### src/rtl/mpu_store_if.sv
// rtl/mpu_store_if.sv - request, register-file read and element stream bundle for mpu_store
interface mpu_store_if #(
  parameter int FP              = 32,
  parameter int M               = 4,
  parameter int N               = 4,
  parameter int MBITS           = $clog2(M),
  parameter int NBITS           = $clog2(N),
  parameter int MATRIX_REG_SIZE = 2
);
  logic                       en;
  logic [MATRIX_REG_SIZE-1:0] store_addr;
  logic [MBITS:0]             matrix_m_size;
  logic [NBITS:0]             matrix_n_size;
  logic                       ack;
  logic                       error;
  logic                       done;
  logic                       reg_read_en;
  logic [MATRIX_REG_SIZE-1:0] reg_store_addr;
  logic [MBITS:0]             reg_m_out;
  logic [NBITS:0]             reg_n_out;
  logic [FP-1:0]              reg_element_in;
  logic [FP-1:0]              element_out;
  logic [MBITS:0]             element_m;
  logic [NBITS:0]             element_n;
  logic                       element_last;
  logic                       valid;
  logic                       ready;

  modport slave (
    input  en, store_addr, matrix_m_size, matrix_n_size, reg_element_in, ready,
    output ack, error, done, reg_read_en, reg_store_addr, reg_m_out, reg_n_out,
           element_out, element_m, element_n, element_last, valid
  );

  modport master (
    output en, store_addr, matrix_m_size, matrix_n_size, reg_element_in, ready,
    input  ack, error, done, reg_read_en, reg_store_addr, reg_m_out, reg_n_out,
           element_out, element_m, element_n, element_last, valid
  );
endinterface

### src/rtl/mpu_store.sv
// rtl/mpu_store.sv - streams an m x n matrix out of the register file in row-major order
module mpu_store #(
  parameter int FP              = 32,
  parameter int M               = 4,
  parameter int N               = 4,
  parameter int MBITS           = $clog2(M),
  parameter int NBITS           = $clog2(N),
  parameter int MATRIX_REG_SIZE = 2
) (
  input logic       clk,
  input logic       rst,
  mpu_store_if.slave bus
);
  typedef enum logic [1:0] {STORE_IDLE, STORE_READ, STORE_DRAIN} state_t;

  localparam logic [MBITS:0] M_MAX   = (MBITS+1)'(M);
  localparam logic [NBITS:0] N_MAX   = (NBITS+1)'(N);
  localparam logic [MBITS:0] ROW_ONE = (MBITS+1)'(1);
  localparam logic [NBITS:0] COL_ONE = (NBITS+1)'(1);

  state_t                     state, state_next;
  logic [MBITS:0]             m_last, row;
  logic [NBITS:0]             n_last, col;
  logic [MATRIX_REG_SIZE-1:0] addr_q;
  logic                       error_q, done_q;
  logic                       inflight, inflight_last;
  logic [MBITS:0]             inflight_m;
  logic [NBITS:0]             inflight_n;
  logic [FP-1:0]              fifo_data [2];
  logic [MBITS:0]             fifo_m    [2];
  logic [NBITS:0]             fifo_n    [2];
  logic                       fifo_last [2];
  logic                       rd_ptr, wr_ptr;
  logic [1:0]                 count;
  logic                       size_ok, accept, reject, issue, ack_c;
  logic                       pop, push, last_issue, buf_room;
  logic [2:0]                 pending;

  assign size_ok = (bus.matrix_m_size != '0) && (bus.matrix_n_size != '0) &&
                   (bus.matrix_m_size <= M_MAX) && (bus.matrix_n_size <= N_MAX);
  assign pop        = (count != 2'd0) && bus.ready;
  assign push       = inflight;
  assign last_issue = (row == m_last) && (col == n_last);
  // Reads are throttled so buffered plus in-flight elements never exceed two.
  assign pending    = {1'b0, count} + {2'b0, inflight} - {2'b0, pop};
  assign buf_room   = pending < 3'd2;

  always_ff @(posedge clk or posedge rst) begin
    if (rst) state <= STORE_IDLE;
    else     state <= state_next;
  end

  always_comb begin
    state_next = state;
    ack_c      = 1'b0;
    accept     = 1'b0;
    reject     = 1'b0;
    issue      = 1'b0;
    case (state)
      STORE_IDLE: begin
        if (bus.en) begin
          if (size_ok) begin
            accept     = 1'b1;
            ack_c      = 1'b1;
            state_next = STORE_READ;
          end else begin
            reject = 1'b1;
          end
        end
      end
      STORE_READ: begin
        if (buf_room) begin
          issue = 1'b1;
          if (last_issue) state_next = STORE_DRAIN;
        end
      end
      STORE_DRAIN: begin
        if (pop && fifo_last[rd_ptr]) state_next = STORE_IDLE;
      end
      default: state_next = STORE_IDLE;
    endcase
  end

  always_ff @(posedge clk or posedge rst) begin
    if (rst) begin
      m_last        <= '0;
      n_last        <= '0;
      row           <= '0;
      col           <= '0;
      addr_q        <= '0;
      error_q       <= 1'b0;
      done_q        <= 1'b0;
      inflight      <= 1'b0;
      inflight_m    <= '0;
      inflight_n    <= '0;
      inflight_last <= 1'b0;
      rd_ptr        <= 1'b0;
      wr_ptr        <= 1'b0;
      count         <= 2'd0;
      for (int i = 0; i < 2; i++) begin
        fifo_data[i] <= '0;
        fifo_m[i]    <= '0;
        fifo_n[i]    <= '0;
        fifo_last[i] <= 1'b0;
      end
    end else begin
      if (accept) begin
        addr_q  <= bus.store_addr;
        m_last  <= bus.matrix_m_size - ROW_ONE;
        n_last  <= bus.matrix_n_size - COL_ONE;
        row     <= '0;
        col     <= '0;
        error_q <= 1'b0;
      end else if (reject) begin
        error_q <= 1'b1;
      end
      if (issue) begin
        if (col == n_last) begin
          col <= '0;
          row <= row + ROW_ONE;
        end else begin
          col <= col + COL_ONE;
        end
      end
      inflight      <= issue;
      inflight_m    <= row;
      inflight_n    <= col;
      inflight_last <= last_issue;
      done_q        <= (state == STORE_DRAIN) && pop && fifo_last[rd_ptr];
      if (push) begin
        fifo_data[wr_ptr] <= bus.reg_element_in;
        fifo_m[wr_ptr]    <= inflight_m;
        fifo_n[wr_ptr]    <= inflight_n;
        fifo_last[wr_ptr] <= inflight_last;
        wr_ptr            <= ~wr_ptr;
      end
      if (pop) rd_ptr <= ~rd_ptr;
      case ({push, pop})
        2'b10:   count <= count + 2'd1;
        2'b01:   count <= count - 2'd1;
        default: count <= count;
      endcase
    end
  end

  assert property (@(posedge clk) disable iff (rst) !(push && !pop && count == 2'd2));

  assign bus.ack            = ack_c;
  assign bus.error          = error_q;
  assign bus.done           = done_q;
  assign bus.reg_read_en    = issue;
  assign bus.reg_store_addr = addr_q;
  assign bus.reg_m_out      = row;
  assign bus.reg_n_out      = col;
  assign bus.element_out    = fifo_data[rd_ptr];
  assign bus.element_m      = fifo_m[rd_ptr];
  assign bus.element_n      = fifo_n[rd_ptr];
  assign bus.element_last   = fifo_last[rd_ptr];
  assign bus.valid          = count != 2'd0;
endmodule
### src/flat_wrapper.sv
// flat-port wrapper written by rule: the top's interface ports become plain ports
module mpu_store_flat 
#(
  parameter int FP              = 32,
  parameter int M               = 4,
  parameter int N               = 4,
  parameter int MBITS           = $clog2(M),
  parameter int NBITS           = $clog2(N),
  parameter int MATRIX_REG_SIZE = 2
)
  (clk, rst, bus_en, bus_store_addr, bus_matrix_m_size, bus_matrix_n_size, bus_reg_element_in, bus_ready, bus_ack, bus_error, bus_done, bus_reg_read_en, bus_reg_store_addr, bus_reg_m_out, bus_reg_n_out, bus_element_out, bus_element_m, bus_element_n, bus_element_last, bus_valid);
  mpu_store_if #(.FP(FP), .M(M), .N(N), .MBITS(MBITS), .NBITS(NBITS), .MATRIX_REG_SIZE(MATRIX_REG_SIZE)) bus_i ();
  input logic clk;
  input logic rst;
  input wire logic [$bits(bus_i.en)-1:0] bus_en;
  input wire logic [$bits(bus_i.store_addr)-1:0] bus_store_addr;
  input wire logic [$bits(bus_i.matrix_m_size)-1:0] bus_matrix_m_size;
  input wire logic [$bits(bus_i.matrix_n_size)-1:0] bus_matrix_n_size;
  input wire logic [$bits(bus_i.reg_element_in)-1:0] bus_reg_element_in;
  input wire logic [$bits(bus_i.ready)-1:0] bus_ready;
  output wire logic [$bits(bus_i.ack)-1:0] bus_ack;
  output wire logic [$bits(bus_i.error)-1:0] bus_error;
  output wire logic [$bits(bus_i.done)-1:0] bus_done;
  output wire logic [$bits(bus_i.reg_read_en)-1:0] bus_reg_read_en;
  output wire logic [$bits(bus_i.reg_store_addr)-1:0] bus_reg_store_addr;
  output wire logic [$bits(bus_i.reg_m_out)-1:0] bus_reg_m_out;
  output wire logic [$bits(bus_i.reg_n_out)-1:0] bus_reg_n_out;
  output wire logic [$bits(bus_i.element_out)-1:0] bus_element_out;
  output wire logic [$bits(bus_i.element_m)-1:0] bus_element_m;
  output wire logic [$bits(bus_i.element_n)-1:0] bus_element_n;
  output wire logic [$bits(bus_i.element_last)-1:0] bus_element_last;
  output wire logic [$bits(bus_i.valid)-1:0] bus_valid;
  assign bus_i.en = bus_en;
  assign bus_i.store_addr = bus_store_addr;
  assign bus_i.matrix_m_size = bus_matrix_m_size;
  assign bus_i.matrix_n_size = bus_matrix_n_size;
  assign bus_i.reg_element_in = bus_reg_element_in;
  assign bus_i.ready = bus_ready;
  assign bus_ack = bus_i.ack;
  assign bus_error = bus_i.error;
  assign bus_done = bus_i.done;
  assign bus_reg_read_en = bus_i.reg_read_en;
  assign bus_reg_store_addr = bus_i.reg_store_addr;
  assign bus_reg_m_out = bus_i.reg_m_out;
  assign bus_reg_n_out = bus_i.reg_n_out;
  assign bus_element_out = bus_i.element_out;
  assign bus_element_m = bus_i.element_m;
  assign bus_element_n = bus_i.element_n;
  assign bus_element_last = bus_i.element_last;
  assign bus_valid = bus_i.valid;
  mpu_store #(.FP(FP), .M(M), .N(N), .MBITS(MBITS), .NBITS(NBITS), .MATRIX_REG_SIZE(MATRIX_REG_SIZE)) u_core (.clk(clk), .rst(rst), .bus(bus_i));
endmodule
### config.mk
export PLATFORM = sky130hd
export DESIGN_NAME = mpu_store_flat
export DESIGN_NICKNAME = d
export VERILOG_FILES = /design/src/rtl/mpu_store_if.sv /design/src/rtl/mpu_store.sv /design/src/flat_wrapper.sv
export SDC_FILE = /design/constraint.sdc
export NUM_CORES = 1
export LEC_CHECK = 0
export CAP_MARGIN = 25
export CORE_AREA = 3 3 143 145
export CTS_BUF_LIST = sky130_fd_sc_hd__clkbuf_16
export CTS_CLUSTER_SIZE = 12
export DETAILED_ROUTE_END_ITERATION = 8
export DIE_AREA = 0 0 146 148
export RECOVER_POWER = 25
export REMOVE_ABC_BUFFERS = 1
export SLEW_MARGIN = 25
export SYNTH_ARGS = -nofsm -noshare
export SYNTH_HDL_FRONTEND = slang
export SYNTH_SLANG_ARGS = --single-unit
### constraint.sdc
create_clock -name clk -period 5.1 [get_ports clk]
set_input_delay 1.02 -clock clk [delete_from_list [all_inputs] [get_ports clk]]
set_output_delay 1.02 -clock clk [all_outputs]
set_load 0.05 [all_outputs]
==> results of run 1 <==
metrics by stage:
stage	cells	instance area (sq um)	worst slack, ns	hold slack, ns	util (%)
6_report	703	6285	0.6672	0.4842	32.51
2_1_floorplan	324	4682	1.234	0.4523	-
5_1_grt	703	6285	0.5072	0.5070	32.51
4_1_cts	702	6271	0.7483	0.4884	32.43
3_3_place_gp	687	5993	0.7826	0.4631	31.00
3_5_place_dp	687	5998	0.7607	0.4686	31.02
final cells by class:
type | instances | share of cell area (%)
sequential | 108 | 43.02
multi-input combinational | 199 | 30.40
timing repair buffer | 99 | 15.79
tap | 265 | 5.276
clock buffer | 9 | 3.584
inverter | 17 | 1.175
clock inverter | 6 | 0.7565
layout by cell type, fill, tap and decap left out, types with 2 or more instances in the layout:
| master | Yosys | routed |
|---|---|---|
| mux2_2 | 107 | 107 |
| dfrtp_1 | 108 | 107 |
| clkdlybuf4s50_1 | 0 | 92 |
| nand2_1 | 22 | 22 |
| inv_1 | 16 | 15 |
| mux2_1 | 10 | 10 |
| ha_1 | 10 | 10 |
| clkbuf_16 | 0 | 9 |
| o21ai_0 | 8 | 8 |
| xnor2_1 | 8 | 8 |
| nand3_1 | 6 | 7 |
| inv_6 | 0 | 5 |
| buf_4 | 1 | 4 |
| nor2_1 | 3 | 3 |
| nand2b_1 | 3 | 3 |
| xor2_1 | 2 | 2 |
| mux2i_1 | 2 | 2 |
kinds of logic after synthesis:
| kind of cell | synth area share [%] |
|---|---|
| muxes | 28.06 |
| adders and majority gates | 3.045 |
| AOI/OAI and AO/OA | 2.152 |
| buffers and inverters | 3.228 |
| and+or+nand+nor | 4.646 |
| DFF | 56.69 |
| xor gates and xnor gates | 2.179 |
routing by layer:
layer | vias up | share of wire (%) | wire (um)
li1 | 1361 | - | -
met4 | 0 | 1.8 | 170
met2 | 71 | 49 | 4723
met3 | 11 | 5.3 | 510
met1 | 1481 | 44 | 4201
met5 | - | 0 | 0
path summary, 6_finish.rpt:
path / start / endpoint / slack [ns]
worst max-delay path: bus_ready / bus_reg_read_en / 0.67
worst min-delay path: u_core.inflight_n[2]$_DFF_PP0_ / u_core.fifo_n[2]$_DFFE_PP0P_ / 0.48
worst max register to register: u_core.inflight$_DFF_PP0_ / u_core.fifo_data[52]$_DFFE_PP0P_ / 2.20
worst min register to register: u_core.inflight_n[2]$_DFF_PP0_ / u_core.fifo_n[2]$_DFFE_PP0P_ / 0.48
max in group asynchronous: rst / u_core.bus.reg_n_out[0]$_DFFE_PP0P_ / 3.05
min in group asynchronous: rst / u_core.fifo_data[23]$_DFFE_PP0P_ / 1.19
==> flow_metrics.tcl, run 1 <==
set metrics [dict create \
    status "finished, violations left" \
    failed_checks "max-capacitance violations, max-slew violations" \
    multi_input_area_sq_mm 0.001911 \
    syn_area_per_cell_sq_um 14.10 \
    gp_congestion 0.7244 \
    core_sq_mm 0.01933 \
    met1_usage_pct 11.43 \
    routed_via_density 4.159 \
    yosys.area.top_type "dfrtp_1" \
    gr-usage-met2_pct 15.98 \
    synth.distinct_cells 34 \
    grt_pass1_wl_um 16430 \
    numClockSinks 108 \
    seq_area_sq_mm 0.002704 \
    numCtsBuffers 9 \
    synth_area_sq_mm 0.004767 \
    crit_buf_inv 3 \
    drtPass1Iterations 3 \
    finalSetupViolCount 0 \
    path_max_fanout 7 \
    totalWireLength_um 9605 \
    async_reset_ff_share_pct 100.0 \
    rsz0062_at_grt "no" \
    ys_seq_elements 108 \
    fin_skew_ns 0.01245 \
    post-synth-top-area-fraction_pct 56.69 \
    grt_remaining_overflow 0 \
    top_usage_layer "met2" \
    crit_type "in -> out" \
    use_met3_pct 2.728 \
    reg_top3 "u_core.fifo_data x64, u_core.fifo_m x6, u_core.fifo_n x6" \
    synthTopCellsByCount "dfrtp_1 (108), mux2_2 (107), nand2_1 (22)" \
    layout-drive-gt1-share_pct 31.28 \
    required_ns 4.08 \
    post-route-period-util_pct 86.92 \
    ios 96 \
    final-hold-violation-count 0 \
    path_clk_slew_ns 0.07 \
    tightest_slew_ns 2.440 \
    yosys_most_used_dff "dfrtp_1" \
    min_path_type "reg -> reg" \
    grt_use_total_pct 9.443 \
    tns_ns 0 \
    cts_resized 0 \
    critPathLaunchType "input port" \
    drc 0 \
    critPathSlowestCell "dlygate4sd3_1" \
    vias 2924 \
    largest_reg_flops 64 \
    synth.most_common_cell "dfrtp_1" \
    cp_top_family "buffers and inverters" \
    clk_path_buf_depth 2 \
    clock_latency_ns 0.35 \
    ctsRootBufferMaster "clkbuf_16" \
    die_area_sq_mm 0.02161 \
    yosys_warnings 0 \
    worstPathArrival_ns 3.41 \
    maxCapViolations 2 \
    holdBufCountCts 0 \
    worst-path-stages 9 \
    wl_per_cell_um 13.66 \
    slew_viol_final 80 \
    critPathCaptureType "output pin" \
    max_stage_delay_ns 0.54 \
    hpwlAfterDp_um 6434 \
    path_cells "dlygate4sd3_1, o21a_1, ha_1, nand2b_1, fa_1, xnor2_2, nand4_4, clkinv_4, buf_4" \
    area_growth_pct 31.84 \
    nets 489 \
    ff2ff_path_depth 4 \
    fp.dieW_um 146 \
    rows 51 \
    cts_setup_buffers 0 \
    antenna_left 0 \
    slew-limit-headroom_pct -62.70 \
    start_util_pct 24.66 \
    top_register "u_core.fifo_data" \
    htreeDepth 3 \
    synth_area_leaders "dfrtp_1 (57%), mux2_2 (25%), ha_1 (2.6%)" \
    grt_max_degree 81 \
    synth-edff-count 0 \
    synthCells 338 \
    place.port_buffers 95 \
    cts_tree "done" \
    die_h_um 148 \
    fmax_mhz 225.6 \
    antenna_found_initial 0 \
    whs_path_depth 1 \
    min_period_ns 4.433 \
    fill_cells 1935 \
    dr.first_iter.drc_count 51 \
    ys_seq_area_share_pct 56.69 \
    insertedDiodeCount 0 \
    first_global_vias 3224 \
]
Power of run 1 is not shown: default switching activity piles up to over one toggle a cycle in this logic, so the estimate is an artifact.
==> run 2: changes to the inputs <==
Settings changed: CORE_AREA 3 3 143 145 to 2 2 142 144, DIE_AREA 0 0 146 148 to 0 0 144 146, MAX_ROUTING_LAYER set to met4, PLACE_DENSITY set to 0.42.
==> flow_metrics.tcl, run 2 (synthesized netlist as in run 1, its figures left out) <==
set metrics [dict create \
    critPathCaptureType "output pin" \
    reg2reg_slack_ns 2.13 \
    path_max_fanout 7 \
    cts_resized 0 \
    slew-limit-headroom_pct -74.09 \
    finalSetupViolCount 0 \
    hpwlAfterDp_um 6906 \
    rsz0062_at_grt "no" \
    fp.dieW_um 144 \
    htreeDepth 3 \
    min_path_type "reg -> reg" \
    worstSetupEndpoint "bus_reg_read_en" \
    core_sq_mm 0.01933 \
    drtPass1Iterations 4 \
    cts_setup_buffers 0 \
    max_stage_delay_ns 0.53 \
    antenna_found_initial 0 \
    critPathLaunchType "input port" \
    path_cells "dlygate4sd3_1, o21a_1, ha_1, nand2b_1, fa_1, xnor2_2, nand4_4, clkinv_4, buf_4" \
    rows 51 \
    nets 491 \
    drc 0 \
    grt_use_total_pct 10.82 \
    area_growth_pct 32.68 \
    top_register "u_core.fifo_data" \
    final_cell_mix "mux2_2 (107), dfrtp_1 (107), clkdlybuf4s50_1 (92)" \
    reg2reg_from "u_core.wr_ptr$_DFFE_PP0P_" \
    fin_skew_ns 0.007549 \
    ios 96 \
    antenna_left 0 \
    crit_type "in -> out" \
    routed_via_density 4.142 \
    status "finished, violations left" \
    vias 2924 \
    worstPathArrival_ns 3.40 \
    die_area_sq_mm 0.02102 \
    totalWireLength_um 10420 \
    tightest_slew_ns 2.611 \
    clock_latency_ns 0.34 \
    failed_checks "max-capacitance violations, max-slew violations" \
    grt_pass1_wl_um 17070 \
    die_h_um 146 \
    post-route-period-util_pct 86.74 \
    numCtsBuffers 9 \
    crit_start "bus_ready" \
    grt_remaining_overflow 0 \
    start_util_pct 24.66 \
    slew_viol_final 95 \
    required_ns 4.08 \
    final-hold-violation-count 0 \
    clk_path_buf_depth 2 \
    insertedDiodeCount 0 \
    dr.first_iter.drc_count 101 \
    gp_congestion 0.6724 \
    largest_reg_flops 64 \
    place.port_buffers 95 \
    grt_max_degree 55 \
    path_clk_slew_ns 0.07 \
    timing.rr.end "u_core.fifo_data[14]$_DFFE_PP0P_" \
    ctsRootBufferMaster "clkbuf_16" \
    cts_tree "done" \
    ff2ff_path_depth 3 \
    fmax_mhz 226.1 \
    reg_top3 "u_core.fifo_data x64, u_core.fifo_m x6, u_core.fifo_n x6" \
    critPathSlowestCell "dlygate4sd3_1" \
    tns_ns 0 \
    wl_per_cell_um 14.76 \
    numClockSinks 108 \
    first_global_vias 3272 \
    maxCapViolations 2 \
    holdBufCountCts 0 \
    min_period_ns 4.423 \
    layout-drive-gt1-share_pct 31.29 \
]
[run 2: cell count changes in the layout (fill, tap and decap cells not counted), sizes merged]
cell,before,now
bufinv,0,2
clkinvlp,1,3
inv,20,17
dlygate4sd3,1,2
buf,5,6
[run 2: area by class of cell]
cell class / instances / area (sq um)
fillers: 1958 / 13010
flip-flops and latches: 108 / 2704
multi-input cells: 199 / 1913
repair buffers: 101 / 989.7
well taps: 265 / 331.6
clock buffers: 9 / 225.2
clock inverters: 7 / 91.34
inverters: 17 / 70.07
[run 2: through the flow]
stage                     worst slack [ns]  cells  hold WS, ns  cell area, sq um  utilization [%]
final                               0.6765    706       0.4867              6325            32.71
after global routing                0.5394    706       0.5031              6325            32.71
after CTS                           0.7529    706       0.4924              6335            32.76
after detailed placement            0.7562    690       0.4743              6018            31.13
after global placement              0.8131    690       0.4598              6018            31.13
after floorplan                      1.234    324       0.4523              4682                -
[run 2: per-layer routing]
layer  vias to the layer above  GRT usage (%)  part of all wire, %  wire (um)
met1                      1464          13.27                   46       4795
li1                       1370              -                    -          -
met4                         0          2.941                  1.1        117
met3                        10          3.159                  5.3        557
met2                        80          17.38                   48       4950
met5                         -              -                    0          0
[run 2: worst min-delay path by stage]
| stage | cells after the start | to | startpoint |
|---|---|---|---|
| after floorplan | 1 | u_core.fifo_last[0]$_DFFE_PP0P_ | u_core.inflight_last$_DFF_PP0_ |
| after global placement | 1 | u_core.fifo_n[2]$_DFFE_PP0P_ | u_core.inflight_n[2]$_DFF_PP0_ |
| after detailed placement | 2 | u_core.bus.reg_store_addr[1]$_DFFE_PP0P_ | u_core.bus.reg_store_addr[1]$_DFFE_PP0P_ |
| after CTS | 1 | u_core.fifo_n[2]$_DFFE_PP0P_ | u_core.fifo_n[2]$_DFFE_PP0P_ |
| after global routing | 1 | u_core.fifo_m[2]$_DFFE_PP0P_ | u_core.inflight_m[2]$_DFF_PP0_ |
| final | 1 | u_core.fifo_n[2]$_DFFE_PP0P_ | u_core.fifo_n[2]$_DFFE_PP0P_ |
[run 2: critical path, delay by kind of cell]
kind | cells | cell delay (ns)
AO/OA/AOI/OAI | 1 | 0.15
AND/OR/NAND/NOR | 2 | 0.38
buffers and inverters | 3 | 0.85
adder cells (fa/ha/maj) | 2 | 0.79
XOR/XNOR | 1 | 0.21
Power of run 2 is left out for the same reason.
==> run 3: changes to the inputs <==
Settings changed: GPL_ROUTABILITY_DRIVEN set to 0.
Clock period 5.1 ns to 5.4 ns, I/O delays scaled along.
==> flow_metrics.tcl, run 3 (synthesized netlist as in run 1, its figures left out) <==
set metrics [dict create \
    layout-drive-gt1-share_pct 30.91 \
    cts_setup_buffers 0 \
    place_area_sq_mm 0.006011 \
    reg2reg_slack_ns 2.39 \
    core_sq_mm 0.01933 \
    cts_tree "done" \
    holdBufCountCts 0 \
    fp.dieW_um 144 \
    place.port_buffers 95 \
    largest_reg_flops 64 \
    rows 51 \
    antenna_found_initial 0 \
    grt_use_total_pct 10.71 \
    drtPass1Iterations 4 \
    whs_path_depth 1 \
    post-route-period-util_pct 83.69 \
    path_max_fanout 7 \
    final_cell_mix "mux2_2 (107), dfrtp_1 (107), clkdlybuf4s50_1 (93)" \
    finalSetupViolCount 0 \
    fmax_mhz 221.3 \
    dr.first_iter.drc_count 75 \
    antenna_left 0 \
    htreeDepth 3 \
    grt_pass1_wl_um 16830 \
    ff2ff_path_depth 4 \
    area_growth_pct 32.91 \
    crit_type "in -> out" \
    reg_top3 "u_core.fifo_data x64, u_core.fifo_m x6, u_core.fifo_n x6" \
    tns_ns 0 \
    clk_path_buf_depth 2 \
    die_area_sq_mm 0.02102 \
    maxCapViolations 3 \
    insertedDiodeCount 0 \
    routed_via_density 4.121 \
    slew-limit-headroom_pct -82.59 \
    vias 2905 \
    status "finished, violations left" \
    min_path_type "reg -> reg" \
    numClockSinks 108 \
    critPathCaptureType "output pin" \
    totalWireLength_um 10340 \
    whs_ns 0.4875 \
    min_period_ns 4.519 \
    hpwlAfterDp_um 6675 \
    first_global_vias 3164 \
    tightest_slew_ns 2.736 \
    clock_latency_ns 0.35 \
    die_h_um 146 \
    design_area_sq_mm 0.006336 \
    numCtsBuffers 9 \
    cts_resized 0 \
    worstPathArrival_ns 3.44 \
    path_clk_slew_ns 0.07 \
    drc 0 \
    multi_input_area_sq_mm 0.001913 \
    top_register "u_core.fifo_data" \
    fill_cells 1905 \
    start_util_pct 24.66 \
    grt_max_degree 74 \
    ctsRootBufferMaster "clkbuf_16" \
    required_ns 4.32 \
    nets 490 \
    wl_per_cell_um 14.66 \
    grt_remaining_overflow 0 \
    fin_skew_ns 0.005305 \
    failed_checks "max-capacitance violations, max-slew violations" \
    seq_area_sq_mm 0.002704 \
    critPathLaunchType "input port" \
    ios 96 \
    slew_viol_final 154 \
    final-hold-violation-count 0 \
    rsz0062_at_grt "no" \
]
run 3: critical path, cell delays in order:
cell	delay (ns)
dlygate4sd3_1	0.53
o21a_1	0.14
ha_1	0.35
nand2b_1	0.18
fa_1	0.43
xnor2_2	0.21
nand4_4	0.19
clkinv_4	0.12
buf_4	0.20
run 3: path summary, 6_finish.rpt:
kind,endpoint,startpoint
worst max-delay path,bus_reg_read_en,bus_ready
worst min-delay path,u_core.fifo_n[2]$_DFFE_PP0P_,u_core.inflight_n[2]$_DFF_PP0_
worst max register to register,u_core.fifo_data[37]$_DFFE_PP0P_,u_core.inflight$_DFF_PP0_
worst min register to register,u_core.fifo_n[2]$_DFFE_PP0P_,u_core.inflight_n[2]$_DFF_PP0_
max in group asynchronous,u_core.rd_ptr$_DFFE_PP0P_,rst
min in group asynchronous,u_core.fifo_data[32]$_DFFE_PP0P_,rst
run 3: per-layer routing:
layer / wire, um / vias to the layer above / track usage [%] / part of all wire (%)
met4: 98 / 0 / 2.647 / 0.95
met1: 4903 / 1454 / 13.66 / 47
met5: 0 / - / - / 0
li1: - / 1363 / - / -
met3: 594 / 7 / 3.718 / 5.7
met2: 4739 / 81 / 16.29 / 46
run 3: stage by stage:
stage / setup slack [ns] / utilization [%] / cells
after floorplan: 1.474 / - / 324
after global placement: 0.9921 / 31.09 / 689
after detailed placement: 0.9606 / 31.09 / 689
after CTS: 0.9498 / 32.85 / 705
after global routing: 0.7449 / 32.77 / 705
final: 0.8805 / 32.77 / 705
run 3: cell type report:
type / instances / share of cell area, %
Sequential cell: 108 / 42.67
Inverter: 17 / 1.086
Clock buffer: 9 / 3.555
Timing Repair Buffer: 100 / 15.44
Multi-Input combinational cell: 199 / 30.19
Tap cell: 265 / 5.233
Clock inverter: 7 / 1.817
Power of run 3 is left out for the same reason.
